File: src/rtl/adder_pkg.sv
// adder_pkg: FSM state type and minimum-1 counter-width helper clog2 shared by multicycle_adder
package adder_pkg;
  typedef enum logic [1:0] {IDLE, RUN, DONE} state_t;
  function automatic int clog2(input int n);
    int r;
    r = 1;
    while ((1 << r) < n) r++;
    return r;
  endfunction
endpackage

File: src/rtl/chunk_adder.sv
// chunk_adder: W-bit full-adder ripple; ports a, b, cin -> sum, cout, cmsb (carry into the top bit)
module chunk_adder #(
  parameter int W = 4
) (
  input  logic [W-1:0] a,
  input  logic [W-1:0] b,
  input  logic         cin,
  output logic [W-1:0] sum,
  output logic         cout,
  output logic         cmsb
);
  logic [W:0] c;
  always_comb begin
    c[0] = cin;
    for (int k = 0; k < W; k++) begin
      sum[k] = a[k] ^ b[k] ^ c[k];
      c[k+1] = a[k] & b[k] | c[k] & (a[k] ^ b[k]);
    end
  end
  assign cout = c[W];
  assign cmsb = c[W-1];
endmodule

File: src/rtl/multicycle_adder.sv
// multicycle_adder: CHUNK-bits-per-clock adder; clk, reset_n, in_valid/in_ready + a, b, carryin (sub with ADDER_SUB_EN) -> out_valid/out_ready + sum, carryout, overflow
module multicycle_adder
  import adder_pkg::*;
#(
  parameter int WIDTH = 32,
  parameter int CHUNK = 4
) (
  input  logic             clk,
  input  logic             reset_n,
  input  logic             in_valid,
  output logic             in_ready,
  input  logic [WIDTH-1:0] a,
  input  logic [WIDTH-1:0] b,
  input  logic             carryin,
`ifdef ADDER_SUB_EN
  input  logic             sub,
`endif
  output logic             out_valid,
  input  logic             out_ready,
  output logic [WIDTH-1:0] sum,
  output logic             carryout,
  output logic             overflow
);
  localparam int NCH = WIDTH / CHUNK;
  localparam int CW = clog2(NCH);
  localparam logic [CW-1:0] LAST = CW'(NCH - 1);
  if (WIDTH % CHUNK != 0) begin : g_bad_chunk
    $error("multicycle_adder: WIDTH must be a multiple of CHUNK");
  end
  state_t state, state_n;
  logic [CW-1:0] cnt;
  logic [WIDTH-1:0] ra, rb, acc, acc_n, bin;
  logic [CHUNK-1:0] cs;
  logic c, cin0, cout, cmsb, last;
`ifdef ADDER_SUB_EN
  assign bin = sub ? ~b : b;
  assign cin0 = sub | carryin;
`else
  assign bin = b;
  assign cin0 = carryin;
`endif
  assign last = cnt == LAST;
  // operands shift down so the current chunk is always the low CHUNK bits; results enter from the top
  assign acc_n = (acc >> CHUNK) | (WIDTH'(cs) << (WIDTH - CHUNK));
  chunk_adder #(.W(CHUNK)) u_chunk (
    .a(ra[CHUNK-1:0]),
    .b(rb[CHUNK-1:0]),
    .cin(c),
    .sum(cs),
    .cout(cout),
    .cmsb(cmsb)
  );
  always_ff @(posedge clk or negedge reset_n)
    if (!reset_n) state <= IDLE;
    else state <= state_n;
  always_comb
    state_n = state == IDLE ? (in_valid ? RUN : IDLE) :
              state == RUN  ? (last ? DONE : RUN) :
              out_ready     ? IDLE : DONE;
  always_comb begin
    in_ready = state == IDLE;
    out_valid = state == DONE;
  end
  // sum/carryout/overflow only change on the final chunk so they hold through DONE and after it
  always_ff @(posedge clk or negedge reset_n)
    if (!reset_n) begin
      cnt <= '0;
      ra <= '0;
      rb <= '0;
      acc <= '0;
      c <= 1'b0;
      sum <= '0;
      carryout <= 1'b0;
      overflow <= 1'b0;
    end else if (state == IDLE && in_valid) begin
      cnt <= '0;
      ra <= a;
      rb <= bin;
      c <= cin0;
    end else if (state == RUN) begin
      cnt <= cnt + 1'b1;
      ra <= ra >> CHUNK;
      rb <= rb >> CHUNK;
      acc <= acc_n;
      c <= cout;
      if (last) begin
        sum <= acc_n;
        carryout <= cout;
        overflow <= cout ^ cmsb;
      end
    end
endmodule
File: config.mk
export PLATFORM = sky130hd
export DESIGN_NAME = multicycle_adder
export DESIGN_NICKNAME = d
export VERILOG_FILES = /design/src/rtl/adder_pkg.sv /design/src/rtl/chunk_adder.sv /design/src/rtl/multicycle_adder.sv
export SDC_FILE = /design/constraint.sdc
export NUM_CORES = 1
export LEC_CHECK = 0
export CELL_PAD_IN_SITES_DETAIL_PLACEMENT = 0
export CELL_PAD_IN_SITES_GLOBAL_PLACEMENT = 1
export CORE_AREA = 2 2 119 121
export CTS_CLUSTER_SIZE = 8
export DETAILED_ROUTE_END_ITERATION = 16
export DIE_AREA = 0 0 121 123
export MAX_ROUTING_LAYER = met4
export PLACE_DENSITY_LB_ADDON = 0.1
export SLEW_MARGIN = 10
export SYNTH_ARGS = -nofsm -noshare
export SYNTH_HDL_FRONTEND = slang
export SYNTH_SLANG_ARGS = --single-unit
File: constraint.sdc
create_clock -name clk -period 2.5 [get_ports clk]
set_input_delay 0.5 -clock clk [delete_from_list [all_inputs] [get_ports clk]]
set_output_delay 0.5 -clock clk [all_outputs]
set_load 0.1 [all_outputs]
==> results.md, run 1 <==
- Post-Syn Nets: 523
- RSZ-0062 raised after global routing: false
- Fin. max-slew vios: 0
- Leakage: 3.13 nW
- Worst r2r dst: acc[31]
- Worst slew pin tran: 552 ps
- WL per Instance: 16.2 um
- Via-to-Cell Ratio: 5.20
- Post-Route WL: 12000 um
- Mux cell area share after synthesis: 11.7%
- Number of setup violations in the final report: 0
- Peak supply drop: 0.644 mV
- Setup ws final: 197 ps
- Clock Sinks: 132
- Placed cell count: 710
- Adder-cell share of the synthesized area: 1.93%
- Detail Route Antenna Nets: 0
- Die Y: 123 um
- Grt total ovfl: 0
- Crit path from: c
- Critical Path Sink Type: flip-flop
- Post-CTS Hold Buffers: 0
- Max_cap viols: 0
- Top FF cell, synth: dfrtp_1
- Setup Buffers After CTS: 0
- Non-Filler Instances: 742
- Net count, final: 624
- Hold Fails Final Rpt: 0
- Core Box Area: 0.0136 mm2
- CTS tree: yes
- Min cycle time layout: 2300 ps
- Startpoint types: flip-flop
- Initial DRC Count: 252
- Complex-gate fraction of the synthesized area: 15.8%
- Total die area: 0.0149 mm2
- H-tree depth: 4
- Reg2Reg Depth: 8
- Critical path's most frequent cell: fa_1
- Share of layout cells above drive strength 1: 25.8%
- Drt drc: 0
- Worst EP required: 2830 ps
- Setup TNS: 0 ps
- Status: complete, no violations
- Antenna diode count: 0
- First drt pass iteration count: 4
- Antenna violations before repair: 0
- Yosys top cell area share: 60.7%
- Layout area overhead: 32.1%
- Max-slew headroom: 63.2%
- Critical path type: reg -> reg
- R2r startpoint: c
- Ports: 105
- Crit-path cells: fa_1, inv_1, fa_1, inv_1, fa_1, inv_1, fa_1, o21ai_0
- R2r setup slk: 200 ps
- Post-cts resize count: 0
- Post-DP HPWL: 7830 um
- Post-Syn Instances: 448
- Largest family of logic cells by synthesized area: compound AO/OA/AOI/OAI gates
- Critical path buffers and inverters: 3
- Root buf cell: clkbuf_16
- Tcrit/Tclk final: 92.1%
- Placed inst area: 0.00654 mm2
- Post-synthesis xor/xnor area fraction: 0.161%
- Hold Crit Class: in -> async
- Critical Path AT: 2630 ps
- Number of global-route vias before repair: 3922
- Clock Latency Late Sink: 410 ps
- Post-Synth Simple-Gate Area: 5.01%
- Core Rows: 43
- Largest net degree at the start of global routing: 49
- Design Area, Final: 0.00719 mm2
- # fillers: 1219
- Post-synthesis sequential area ratio: 60.7%
- First-pass GRT wire length: 19700 um
- Critical path peak fanout: 3
- Total Routing Usage GR: 17.7%
- CP max stage cell: fa_1
- Via Count: 3858
- Initial core utilization: 40.0%
- Port Buffers: 104
- Total CTS buffers: 17
- Largest cells by area after synthesis: dfrtp_1 61%, mux2_2 11%, o22ai_1 7.5%
- Top cell type by total area after synthesis: dfrtp_1
- Worst-case clock buffer depth: 2
- GP Congestion: 0.804
- Most frequent cells in the layout: 132 x dfrtp_1, 67 x clkdlybuf4s50_1, 65 x o22ai_1
- Max incr delay on CP: 430 ps
- Ys async rst share: 100%
- Avg Inst Size Synth: 12.1 um2
- Crit-path leading delay family: adder cells
- Power per cell area: 1660 mW/mm2
- Register bit total from synthesis: 132
- Count of cell types in the netlist: 30
- CTS clk-pin slew, worst paths: 60 ps
- Cell Area, Synth: 0.00544 mm2
- FMAX: 0.434 GHz
- Die width: 121 um
- Pre-CTS setup slack: 234 ps
- Post-synth EDFFs: 0
- Yosys warnings: 0
- Clock Skew: 7.85 ps
- Most common cell after layout, fill and taps aside: dfrtp_1
[layout make-up]
type                    count  area, um2  share of cell area (%)
inverters                  10       37.5                   0.522
well taps                 180        225                    3.13
flip-flops and latches    132       3300                    46.0
repair buffers            117       1090                    15.1
clock buffers              19        443                    6.16
clock inverters            13        205                    2.86
multi-input cells         271       1890                    26.2
[Yosys cell counts (3+ instances only)]
master and number:
nand2b_1 3, inv_1 8, buf_4 8, o22ai_1 65, nand2_1 7, buf_2 12
clkbuf_1 9, a22o_1 9, dfrtp_1 132, fa_1 4, a21oi_1 57, buf_6 6
o21ai_0 8, nor2_1 50, mux2_2 53
[per-stage QoR]
step | util [%] | total power [mW] | hold WS, ps
finish | 52.8 | 12.0 | 5.16
global route | 52.8 | 12.7 | 25.9
CTS | 52.8 | 12.1 | 5.69
detailed placement | 48.0 | 9.36 | 450
global placement | 48.0 | 9.24 | 455
floorplan | - | 8.10 | 204
[registers in the layout, summed over array words and instances (netlist names)]
register	cells
c	1
carryout	1
rb	32
acc	28
overflow	1
cnt	3
ra	32
sum	32
state	2
[worst reg2reg max path, cell delays in order (launching register included)]
cell     delay, ps
dfrtp_1        410
fa_1           430
inv_1           80
fa_1           170
inv_1           50
fa_1           400
inv_1           90
fa_1           420
o21ai_0        180
[kinds of logic (layout without fill, tap and decap cells)]
| logic type | Yosys count | in the layout |
|---|---|---|
| buffers and inverters | 45 | 159 |
| adders and majority gates | 6 | 6 |
| and+or+nand+nor | 64 | 64 |
| DFF | 132 | 132 |
| AOI/OAI and AO/OA | 144 | 144 |
| xor gates and xnor gates | 1 | 1 |
| muxes | 56 | 56 |
[worst max path at each step]
stage                           to  depth (start not counted)
after detailed placement   acc[31]                          8
final                      acc[31]                          8
after global routing       acc[31]                          8
after floorplan           in_ready                          2
after global placement     sum[31]                          8
after CTS                  acc[31]                          8
[metal layers]
layer  track usage, %  part of all wire, %  up-vias
met4             8.28                  2.2        0
met2             26.7                   48      107
met5                -                    0        -
met1             22.5                   45     1905
met3             4.57                  4.5       21
li1                 -                    -     1825
[power breakdown]
| group | total [mW] | switching [mW] | internal, mW |
|---|---|---|---|
| Sequential | 3.86 | 0.657 | 3.20 |
| Clock | 2.70 | 0.906 | 1.79 |
| Combinational | 5.41 | 3.55 | 1.85 |
Note: power is estimated with default switching activity, not from simulation.
==> run 2, diff against run 1 <==
Settings changed: SKIP_LAST_GASP from default to 1.
Clock period 2.5 ns to 2.3 ns, I/O delays scaled along.
==> run 2 against run 1 <==
Effect of this change:
- worst setup slack got worse by 76 ps
- via count decreased by 1.2%
- sequential power rose by 8.3%
- die area did not move
- critical path depth unchanged
- clock power down 3%
- critical path type unchanged
==> results.md, run 2 (synthesis gave the netlist of run 1 again) <==
- Status: complete, no violations
- Core Box Area: 0.0136 mm2 (unchanged)
- Number of setup violations in the final report: 0 (unchanged)
- Largest regs: ra: 32 flops, rb: 32 flops, sum: 32 flops
- Worst slew pin tran: 564 ps (+12.2 ps)
- M1 wire length: 5370 um (-0.26%)
- Die width: 121 um (unchanged)
- Port Buffers: 104 (unchanged)
- Initial core utilization: 40.0% (unchanged)
- Hold WS: 490 ps (+485 ps)
- Share of layout cells above drive strength 1: 25.9% (+0.086 points)
- Die Y: 123 um (unchanged)
- Via Count: 3813 (-1.2%)
- Met3 wire len: 445 um (-18%)
- Leakage: 3.12 nW (-0.25%)
- Most common cell after layout, fill and taps aside: dfrtp_1
- WL met2: 6080 um (+4.8%)
- RSZ-0062 raised after global routing: false
- Min cycle time layout: 2180 ps (-124 ps)
- Hold Crit Class: reg -> reg
- Setup ws final: 121 ps (-76.4 ps)
- Total CTS buffers: 17 (unchanged)
- WL per Instance: 16.2 um (+0.43%)
- # fillers: 1263 (+3.6%)
- FMAX: 0.459 GHz (+5.7%)
- Clock Sinks: 132 (unchanged)
- H-tree depth: 4 (unchanged)
- Via-to-Cell Ratio: 5.13 (-1.4%)
- First-pass GRT wire length: 19800 um (+0.64%)
- Critical path type: reg -> reg
- Critical Path Sink Type: flip-flop
- Register area: 0.00330 mm2 (unchanged)
- Largest net degree at the start of global routing: 51 (+4.1%)
- Final Util: 52.8% (about the same)
- Root buf cell: clkbuf_16
- Startpoint types: flip-flop
- Highest metal used: met4
- Max_cap viols: 0 (unchanged)
- Grt total ovfl: 0 (unchanged)
- Worst-case clock buffer depth: 2 (unchanged)
- Tcrit/Tclk final: 94.8% (+2.6 points)
- First drt pass iteration count: 4 (unchanged)
- Max-slew headroom: 62.4% (-0.76 points)
- Initial DRC Count: 231 (-8.3%)
- Antenna violations before repair: 0 (unchanged)
- Pre-CTS setup slack: 28.9 ps (-206 ps)
- Footprint of the multi-input gates: 0.00189 mm2 (+0.33%)
- Layout area overhead: 32.0% (about the same)
- Fin. max-slew vios: 0 (unchanged)
- Post-Route WL: 12100 um (+0.70%)
- Overall power: 12.8 mW (+6.8%)
- Total Routing Usage GR: 17.8% (+0.13 points)
- Post-DP HPWL: 7890 um (+0.77%)
- Net count, final: 626 (+0.32%)
- Total die area: 0.0149 mm2 (unchanged)
- CTS clk-pin slew, worst paths: 50 ps (about the same)
- Clock Latency Late Sink: 410 ps (about the same)
- Drt drc: 0 (unchanged)
- Peak supply drop: 0.592 mV (-8.1%)
- Setup TNS: 0 ps (unchanged)
- Detail Route Antenna Nets: 0 (unchanged)
- Power per cell area: 1780 mW/mm2 (+6.9%)
- Clock Skew: 7.00 ps (-0.859 ps)
- Antenna diode count: 0 (unchanged)
- Critical Path AT: 2520 ps (-110 ps)
- Core Rows: 43 (unchanged)
- CTS tree: yes
- Most frequent cells in the layout: 132 x dfrtp_1, 67 x clkdlybuf4s50_1, 65 x o22ai_1
- Ports: 105 (unchanged)
- Worst EP required: 2640 ps (-190 ps)
- Critical path peak fanout: 2 (-1)
- Number of global-route vias before repair: 4004 (+2.1%)
- GP Congestion: 0.792 (-1.5%)
- Hold Fails Final Rpt: 0 (unchanged)
-- run 2: changes by cell type in the layout (fill, tap and decap cells not counted), moves of 2 or more --
cell / previous run / this run
buf_4: 46 / 44
clkbuf_1: 1 / 3
bufinv_16: 5 / 2
buf_12: 3 / 6
o21ai_0: 8 / 6
clkbuf_8: 1 / 3
-- run 2: area by class of cell --
cell class / count / area share, %
sequential: 132 / 46.0
multi-input combinational: 271 / 26.3
timing repair buffer: 119 / 15.9
tap: 180 / 3.14
inverter: 10 / 0.523
clock buffer: 23 / 6.66
clock inverter: 9 / 1.43
-- run 2: path summary, 6_finish.rpt --
path | from | end | slack (ps) | cells after the start
worst max-delay path | c | acc[31] | 120 | 8
worst min-delay path | acc[7] | acc[7] | 490 | 1
worst max register to register | c | acc[31] | 120 | 8
worst min register to register | acc[7] | acc[7] | 490 | 1
max in group asynchronous | reset_n | rb[12] | 1070 | 3
min in group asynchronous | reset_n | sum[3] | 560 | 2
-- run 2: critical path, stage by stage, from the launching register on --
cell	delay, ps
dfrtp_1	400
fa_1	420
inv_1	70
fa_1	150
inv_1	50
fa_2	350
inv_1	90
fa_1	450
o21ai_1	140
-- run 2: layer usage --
metal  track usage (%)  vias to the layer above
met4              7.34                        0
met2              28.4                       75
met5                 -                        -
met1              21.7                     1891
met3              4.61                       17
li1                  -                     1830
-- run 2: per-stage QoR --
step | area [um2] | std cells
floorplan | 5440 | 448
global placement | 6580 | 710
detailed placement | 6580 | 710
CTS | 7170 | 743
global route | 7180 | 744
finish | 7180 | 744
-- run 2: what timing repair did --
item / 4_1_cts / 5_1_grt
gates resized for setup: 0 / 4
setup buffers: 0 / 1
endpoints found under the hold margin: 7 / 0
hold buffers: 1 / 0
setup endpoints to repair: 0 / 3
-- run 2: where the power goes --
group | internal [mW] | switching (mW)
sequential | 3.48 | 0.702
clock | 1.67 | 0.945
combinational | 2.09 | 3.89
total | 7.24 | 5.54
